$ cat config.mk
export PLATFORM = sky130hd
export DESIGN_NAME = wb_interface_master
export DESIGN_NICKNAME = d
export VERILOG_FILES = /design/src/rtl/wb_interface_master.sv
export SDC_FILE = /design/constraint.sdc
export NUM_CORES = 1
export LEC_CHECK = 0
export CAP_MARGIN = 20
export CELL_PAD_IN_SITES_DETAIL_PLACEMENT = 1
export CELL_PAD_IN_SITES_GLOBAL_PLACEMENT = 1
export CORE_AREA = 2 2 140 142
export CTS_CLUSTER_SIZE = 20
export DETAILED_ROUTE_END_ITERATION = 6
export DIE_AREA = 0 0 142 144
export HOLD_SLACK_MARGIN = 0.12
export PLACE_DENSITY_LB_ADDON = 0.1
export SLEW_MARGIN = 20
export SYNTH_ARGS = -nofsm -noshare
export SYNTH_HDL_FRONTEND = slang
export SYNTH_SLANG_ARGS = --single-unit
$ cat constraint.sdc
create_clock -name clk -period 1.9 [get_ports clk]
set_input_delay 0.19 -clock clk [delete_from_list [all_inputs] [get_ports clk]]
set_output_delay 0.19 -clock clk [all_outputs]
set_load 0.05 [all_outputs]
$ cat src/rtl/wb_interface_master.sv
// Wishbone B4 classic-cycle bus master.
// Turns a command/data-stream request from the SDIO DMA data path into single or
// incrementing-burst Wishbone cycles, and reports completion and error status.
// Optional build macro WB_MASTER_TIMEOUT_EN adds a 16-bit response watchdog in BUS.
// DATA_WIDTH is expected to be 8, 16, 32 or 64.

module wb_interface_master #(
  parameter int unsigned ADDR_WIDTH = 32,
  parameter int unsigned DATA_WIDTH = 32,
  parameter int unsigned LEN_WIDTH  = 8,
  parameter int unsigned MAX_RETRY  = 4
) (
  input  logic                  clk,
  input  logic                  rst,
  // Command side
  input  logic                  cmd_valid,
  output logic                  cmd_ready,
  input  logic                  cmd_we,
  input  logic [ADDR_WIDTH-1:0] cmd_adr,
  input  logic [LEN_WIDTH-1:0]  cmd_len,
  // Write data stream
  input  logic [DATA_WIDTH-1:0] wr_data,
  input  logic                  wr_valid,
  output logic                  wr_ready,
  // Read data stream and status
  output logic [DATA_WIDTH-1:0] rd_data,
  output logic                  rd_valid,
  output logic                  done,
  output logic                  error,
  // Wishbone master side
  output logic [DATA_WIDTH-1:0] dat_m2s,
  output logic [ADDR_WIDTH-1:0] adr_m2s,
  output logic                  cyc_m2s,
  output logic                  stb_m2s,
  output logic                  we_m2s,
  output logic [2:0]            cti_m2s,
  output logic [1:0]            bte_m2s,
  input  logic [DATA_WIDTH-1:0] dat_s2m,
  input  logic                  ack_s2m,
  input  logic                  err_s2m,
  input  logic                  rty_s2m
);

  // Retry counter must hold MAX_RETRY + 1 (the value that triggers the abort).
  localparam int unsigned RetryWidth = $clog2(MAX_RETRY + 2);
  localparam logic [ADDR_WIDTH-1:0] AdrStep = ADDR_WIDTH'(DATA_WIDTH / 8);
  localparam logic [RetryWidth-1:0] RetryLimit = RetryWidth'(MAX_RETRY);

  localparam logic [2:0] StIdle  = 3'd0;
  localparam logic [2:0] StWdata = 3'd1;
  localparam logic [2:0] StBus   = 3'd2;
  localparam logic [2:0] StRetry = 3'd3;
  localparam logic [2:0] StDone  = 3'd4;

  localparam logic [2:0] CtiClassic = 3'b000;
  localparam logic [2:0] CtiIncr    = 3'b010;
  localparam logic [2:0] CtiEnd     = 3'b111;

  logic [2:0]            state_q, state_d;
  logic [ADDR_WIDTH-1:0] adr_q, adr_d;
  logic [DATA_WIDTH-1:0] dat_q, dat_d;
  logic                  we_q, we_d;
  logic                  burst_q, burst_d;
  logic [LEN_WIDTH-1:0]  beats_q, beats_d;
  logic [RetryWidth-1:0] retry_q, retry_d;
  logic                  error_q, error_d;
  logic [DATA_WIDTH-1:0] rd_data_q, rd_data_d;
  logic                  rd_valid_q, rd_valid_d;
  logic                  last_beat;

  assign last_beat = (beats_q == LEN_WIDTH'(1));

`ifdef WB_MASTER_TIMEOUT_EN
  logic [15:0] wd_q, wd_d;
  logic        wd_expired;

  assign wd_expired = (wd_q == 16'hFFFF);

  // Watchdog counts silent BUS cycles; any response or any other state clears it.
  always_comb begin
    wd_d = '0;
    if (state_q == StBus && !(ack_s2m || err_s2m || rty_s2m)) begin
      wd_d = wd_q + 16'd1;
    end
  end

  // Watchdog register.
  always_ff @(posedge clk or negedge rst) begin
    if (!rst) begin
      wd_q <= '0;
    end else begin
      wd_q <= wd_d;
    end
  end
`endif

  // Next-state and datapath update for the command FSM.
  always_comb begin
    state_d    = state_q;
    adr_d      = adr_q;
    dat_d      = dat_q;
    we_d       = we_q;
    burst_d    = burst_q;
    beats_d    = beats_q;
    retry_d    = retry_q;
    error_d    = error_q;
    rd_data_d  = rd_data_q;
    rd_valid_d = 1'b0;

    case (state_q)
      StIdle: begin
        if (cmd_valid) begin
          adr_d   = cmd_adr;
          we_d    = cmd_we;
          // A zero length is a single beat.
          beats_d = (cmd_len == '0) ? LEN_WIDTH'(1) : cmd_len;
          burst_d = (cmd_len > LEN_WIDTH'(1));
          retry_d = '0;
          error_d = 1'b0;
          state_d = cmd_we ? StWdata : StBus;
        end
      end

      StWdata: begin
        if (wr_valid) begin
          dat_d   = wr_data;
          state_d = StBus;
        end
      end

      StBus: begin
        // err wins over a simultaneous ack.
        if (err_s2m) begin
          error_d = 1'b1;
          state_d = StDone;
        end else if (ack_s2m) begin
          if (!we_q) begin
            rd_data_d  = dat_s2m;
            rd_valid_d = 1'b1;
          end
          adr_d   = adr_q + AdrStep;
          beats_d = beats_q - LEN_WIDTH'(1);
          retry_d = '0;
          if (last_beat) begin
            state_d = StDone;
          end else begin
            state_d = we_q ? StWdata : StBus;
          end
        end else if (rty_s2m) begin
          retry_d = retry_q + RetryWidth'(1);
          if (retry_q >= RetryLimit) begin
            error_d = 1'b1;
            state_d = StDone;
          end else begin
            state_d = StRetry;
          end
        end
`ifdef WB_MASTER_TIMEOUT_EN
        else if (wd_expired) begin
          error_d = 1'b1;
          state_d = StDone;
        end
`endif
      end

      // One idle strobe cycle, then the same beat is presented again.
      StRetry: state_d = StBus;

      StDone: state_d = StIdle;

      default: state_d = StIdle;
    endcase
  end

  // State and datapath registers.
  always_ff @(posedge clk or negedge rst) begin
    if (!rst) begin
      state_q    <= StIdle;
      adr_q      <= '0;
      dat_q      <= '0;
      we_q       <= 1'b0;
      burst_q    <= 1'b0;
      beats_q    <= '0;
      retry_q    <= '0;
      error_q    <= 1'b0;
      rd_data_q  <= '0;
      rd_valid_q <= 1'b0;
    end else begin
      state_q    <= state_d;
      adr_q      <= adr_d;
      dat_q      <= dat_d;
      we_q       <= we_d;
      burst_q    <= burst_d;
      beats_q    <= beats_d;
      retry_q    <= retry_d;
      error_q    <= error_d;
      rd_data_q  <= rd_data_d;
      rd_valid_q <= rd_valid_d;
    end
  end

  // Bus and handshake outputs decoded from the state; reset drops them at once.
  always_comb begin
    cmd_ready = (state_q == StIdle);
    wr_ready  = (state_q == StWdata);
    cyc_m2s   = (state_q == StWdata) || (state_q == StBus) || (state_q == StRetry);
    stb_m2s   = (state_q == StBus);
    we_m2s    = cyc_m2s && we_q;
    adr_m2s   = adr_q;
    dat_m2s   = dat_q;
    bte_m2s   = 2'b00;
    cti_m2s   = CtiClassic;
    if (stb_m2s && burst_q) begin
      cti_m2s = last_beat ? CtiEnd : CtiIncr;
    end
    done      = (state_q == StDone);
    error     = done && error_q;
    rd_data   = rd_data_q;
    rd_valid  = rd_valid_q;
  end

endmodule

==> run metrics <==
status=completed; Clk pwr share=17.0%; Worst Path Arrival=~1.7 ns; PortBufs=218; Slowest cell on crit path=dfrtp_1; leading area contributor after synthesis=dfrtp_1; slew margin rel.=63.0%; PwrDens=about 2100 nW/µm²; Final Wtd Congestion=0.804; non-filler cells, final=1019; clock tree buffer depth=2; mapped cell area=~5600 µm²; sequential area share after synthesis=51.2%; Starting Density=29.2%; Area Overhead vs Synth=62.8%; # clock sinks=between 100 and 150; # setup viols final=0; EDFF count, synth=0; clock root cell=clkbuf_16; share of cells above drive strength 1=24.5%; largest net degree at the start of global routing=57; CP Max Fanout=2; ANT nets after route=0; # nets final=885; clock transition at the registers of the reported paths=0.06 ns; Pre-Repair DR Iteration Count=4; H-tree depth=4; Post-Synthesis Cells=517; worst slew pin tran=0.553 ns; Critical Path Max Stage Delay=0.37 ns; Power Internal=9.71 mW; row count=51; startpoint type of the worst setup path=flip-flop; worst path bufs/invs=2; Net Sw Frac=48.0%; initial antenna violation count=0; Leakage=3.86 nW; CORE AREA=19100 µm²; delay-heaviest family, CP=simple AND/OR/NAND/NOR gates; reg-to-reg slack, setup=0.11 ns; yosys warns=0; fmax=531 MHz; Switch Pwr=8.95 mW; wire per inst=~19 µm; Comb pwr share=around three fifths; drc violations=0; post-synth top area share=51.2%; Inst Count DP=978; Post-synth ARST share=100%; Clock Skew=0.00813 ns; Via density=between 5 and 6; reg-to-reg critical path startpoint=state_q[0]; dpl cell area=around 8300 µm²; grt total ovfl=0; routed vias=5198; vias in the first global route=5421; number of diodes=0; syn avg cell area=10.8 µm²; Synth Flop Type=dfrtp_1; die area=20400 µm²; io pins=221; CTS tree=done; CP Capture Type=output port; largest cells by area after synthesis=dfrtp_1 51%, mux2_4 7.8%, mux2_2 6.9%; dpl ws=-0.248 ns; post-synth cell types=56; CTS Buf Count=17; worst-case vdd ir drop=approximately 0.86 mV; Hold Path Class=primary input to asynchronous set/reset pin; most instantiated cells after synthesis=114 x dfrtp_1, 41 x a21oi_1, 37 x nand2_1; sequential share of power=24.8%; flops & latches, synth=114; Final Util=between 40% and 50%; Slew Viols, Final=0; total global-route track usage=between 10% and 20%; Die Y=~140 µm; Final Power=around 19 mW; cells along the critical path=or2_4, nor3b_2, buf_4, and3_4, buf_8; Hold Fails Final Rpt=0; period utilization=around 99%; max_cap viols=0; worst reg2reg path endpoint=rd_data[16]; fin area=9070 µm²; Initial DRC Count=179; worst skew pair latency=0.41 ns; Worst Setup Path Type=flip-flop to output port; Die W=142 µm; global-route wire length before repair=30.0 mm; CP Data Required Time=approximately 1.7 ns; Final min period=about 1.9 ns; unrepaired setup endpoints after global routing=yes; Final HPWL DP=13.9 mm; final WL=19.3 mm; top-count cell post-synth=dfrtp_1; worst r2r path cells=5; PnR worst setup slack=0.0173 ns
-- routing by layer --
| metal | vias to the layer above | routed length, µm | global-route usage, % |
|---|---|---|---|
| li1 | 2405 | - | - |
| met1 | 2574 | 8550 | 24.4 |
| met2 | 194 | 9240 | 31.2 |
| met3 | 25 | 1120 | 4.01 |
| met4 | 0 | 403 | 6.79 |
| met5 | - | 0 | 0 |
-- per-stage QoR --
step / hold WS, ns / setup TNS (ns)
floorplan: -0.106 / -0.117
global placement: 0.123 / -7.42
detailed placement: 0.132 / -7.65
CTS: 0.232 / -0.0245
global route: 0.256 / -0.105
finish: 0.239 / 0
-- power by group through the flow --
| stage | clock, mW | sequential, mW | combinational (mW) |
|---|---|---|---|
| 6_report | 3.17 | 4.63 | 10.9 |
| 5_1_grt | 3.37 | 4.82 | 11.5 |
| 4_1_cts | 3.25 | 4.64 | 10.9 |
| 3_5_place_dp | 0 | 4.66 | 10.8 |
| 3_3_place_gp | 0 | 4.59 | 10.6 |
| 2_1_floorplan | 0 | 8.07 | 3.40 |
-- cells by family after synthesis --
family                     share of synthesized area (%)
adders and majority gates                           1.12
AOI/OAI and AO/OA                                   14.6
and+or+nand+nor                                     13.9
buffers and inverters                               4.00
DFF                                                 51.2
other                                             0.0673
muxes                                               15.1
-- repair_timing --
| item | 4_1_cts | 5_1_grt |
|---|---|---|
| setup buffers | 4 | 3 |
| hold buffers | 1 | 0 |
| endpoints found under the setup margin | 37 | 26 |
| cloned | 1 | 0 |
| endpoints found under the hold margin | 114 | 0 |
| resized for setup | 17 | 17 |
| pin swaps | 2 | 1 |
-- state kept, by name, summed over array words and instances, names as in the netlist --
name      count
retry_q       3
we_q          1
burst_q       1
error_q       1
state_q       3
beats_q       8
rd_valid      1
adr_m2s      32
dat_m2s      32
rd_data      32
-- worst max path at each step --
| stage | startpoint | to | slack [ns] | depth (start not counted) |
|---|---|---|---|---|
| after floorplan | state_q[2] | cti_m2s[2] | -0.06 | 8 |
| after global placement | ack_s2m | rd_data[8] | -0.24 | 5 |
| after global routing | beats_q[3] | cti_m2s[2] | -0.05 | 5 |
| after CTS | beats_q[3] | cti_m2s[2] | -0.02 | 5 |
| after detailed placement | ack_s2m | rd_data[13] | -0.25 | 5 |
| final | beats_q[3] | cti_m2s[2] | 0.02 | 5 |
-- final cells by class --
class                      instances  area, µm²
sequential                       114       2870
timing repair buffer             266       2680
tap                              238        298
multi-input combinational        357       2590
clock inverter                    15        156
clock buffer                      17        425
fill                            2062      10000
inverter                          12       46.3
-- worst register-to-register path, cell delays in order (launching register included) --
cell and delay (ns):
dfrtp_1 0.41, nor2_4 0.14, nand2_2 0.09, or4_4 0.51
buf_12 0.21, mux2_4 0.32
-- placed cells by master (no fill, tap or decap), types with 6 or more instances in the layout --
| cell type | count |
|---|---|
| nor3_1 | 13 |
| buf_4 | 47 |
| dfrtp_1 | 100 |
| nand4_1 | 11 |
| nor2_1 | 27 |
| nand2_1 | 37 |
| clkbuf_16 | 17 |
| a31oi_1 | 8 |
| dlygate4sd2_1 | 8 |
| inv_1 | 11 |
| mux2_2 | 34 |
| nand3_1 | 21 |
| clkdlybuf4s50_1 | 191 |
| o22ai_1 | 10 |
| a21oi_1 | 41 |
| dlymetal6s2s_1 | 6 |
| dfrtp_2 | 14 |
| mux2_4 | 29 |
| o21ai_0 | 34 |
| buf_12 | 10 |
Power figures use the tool's default switching activity.
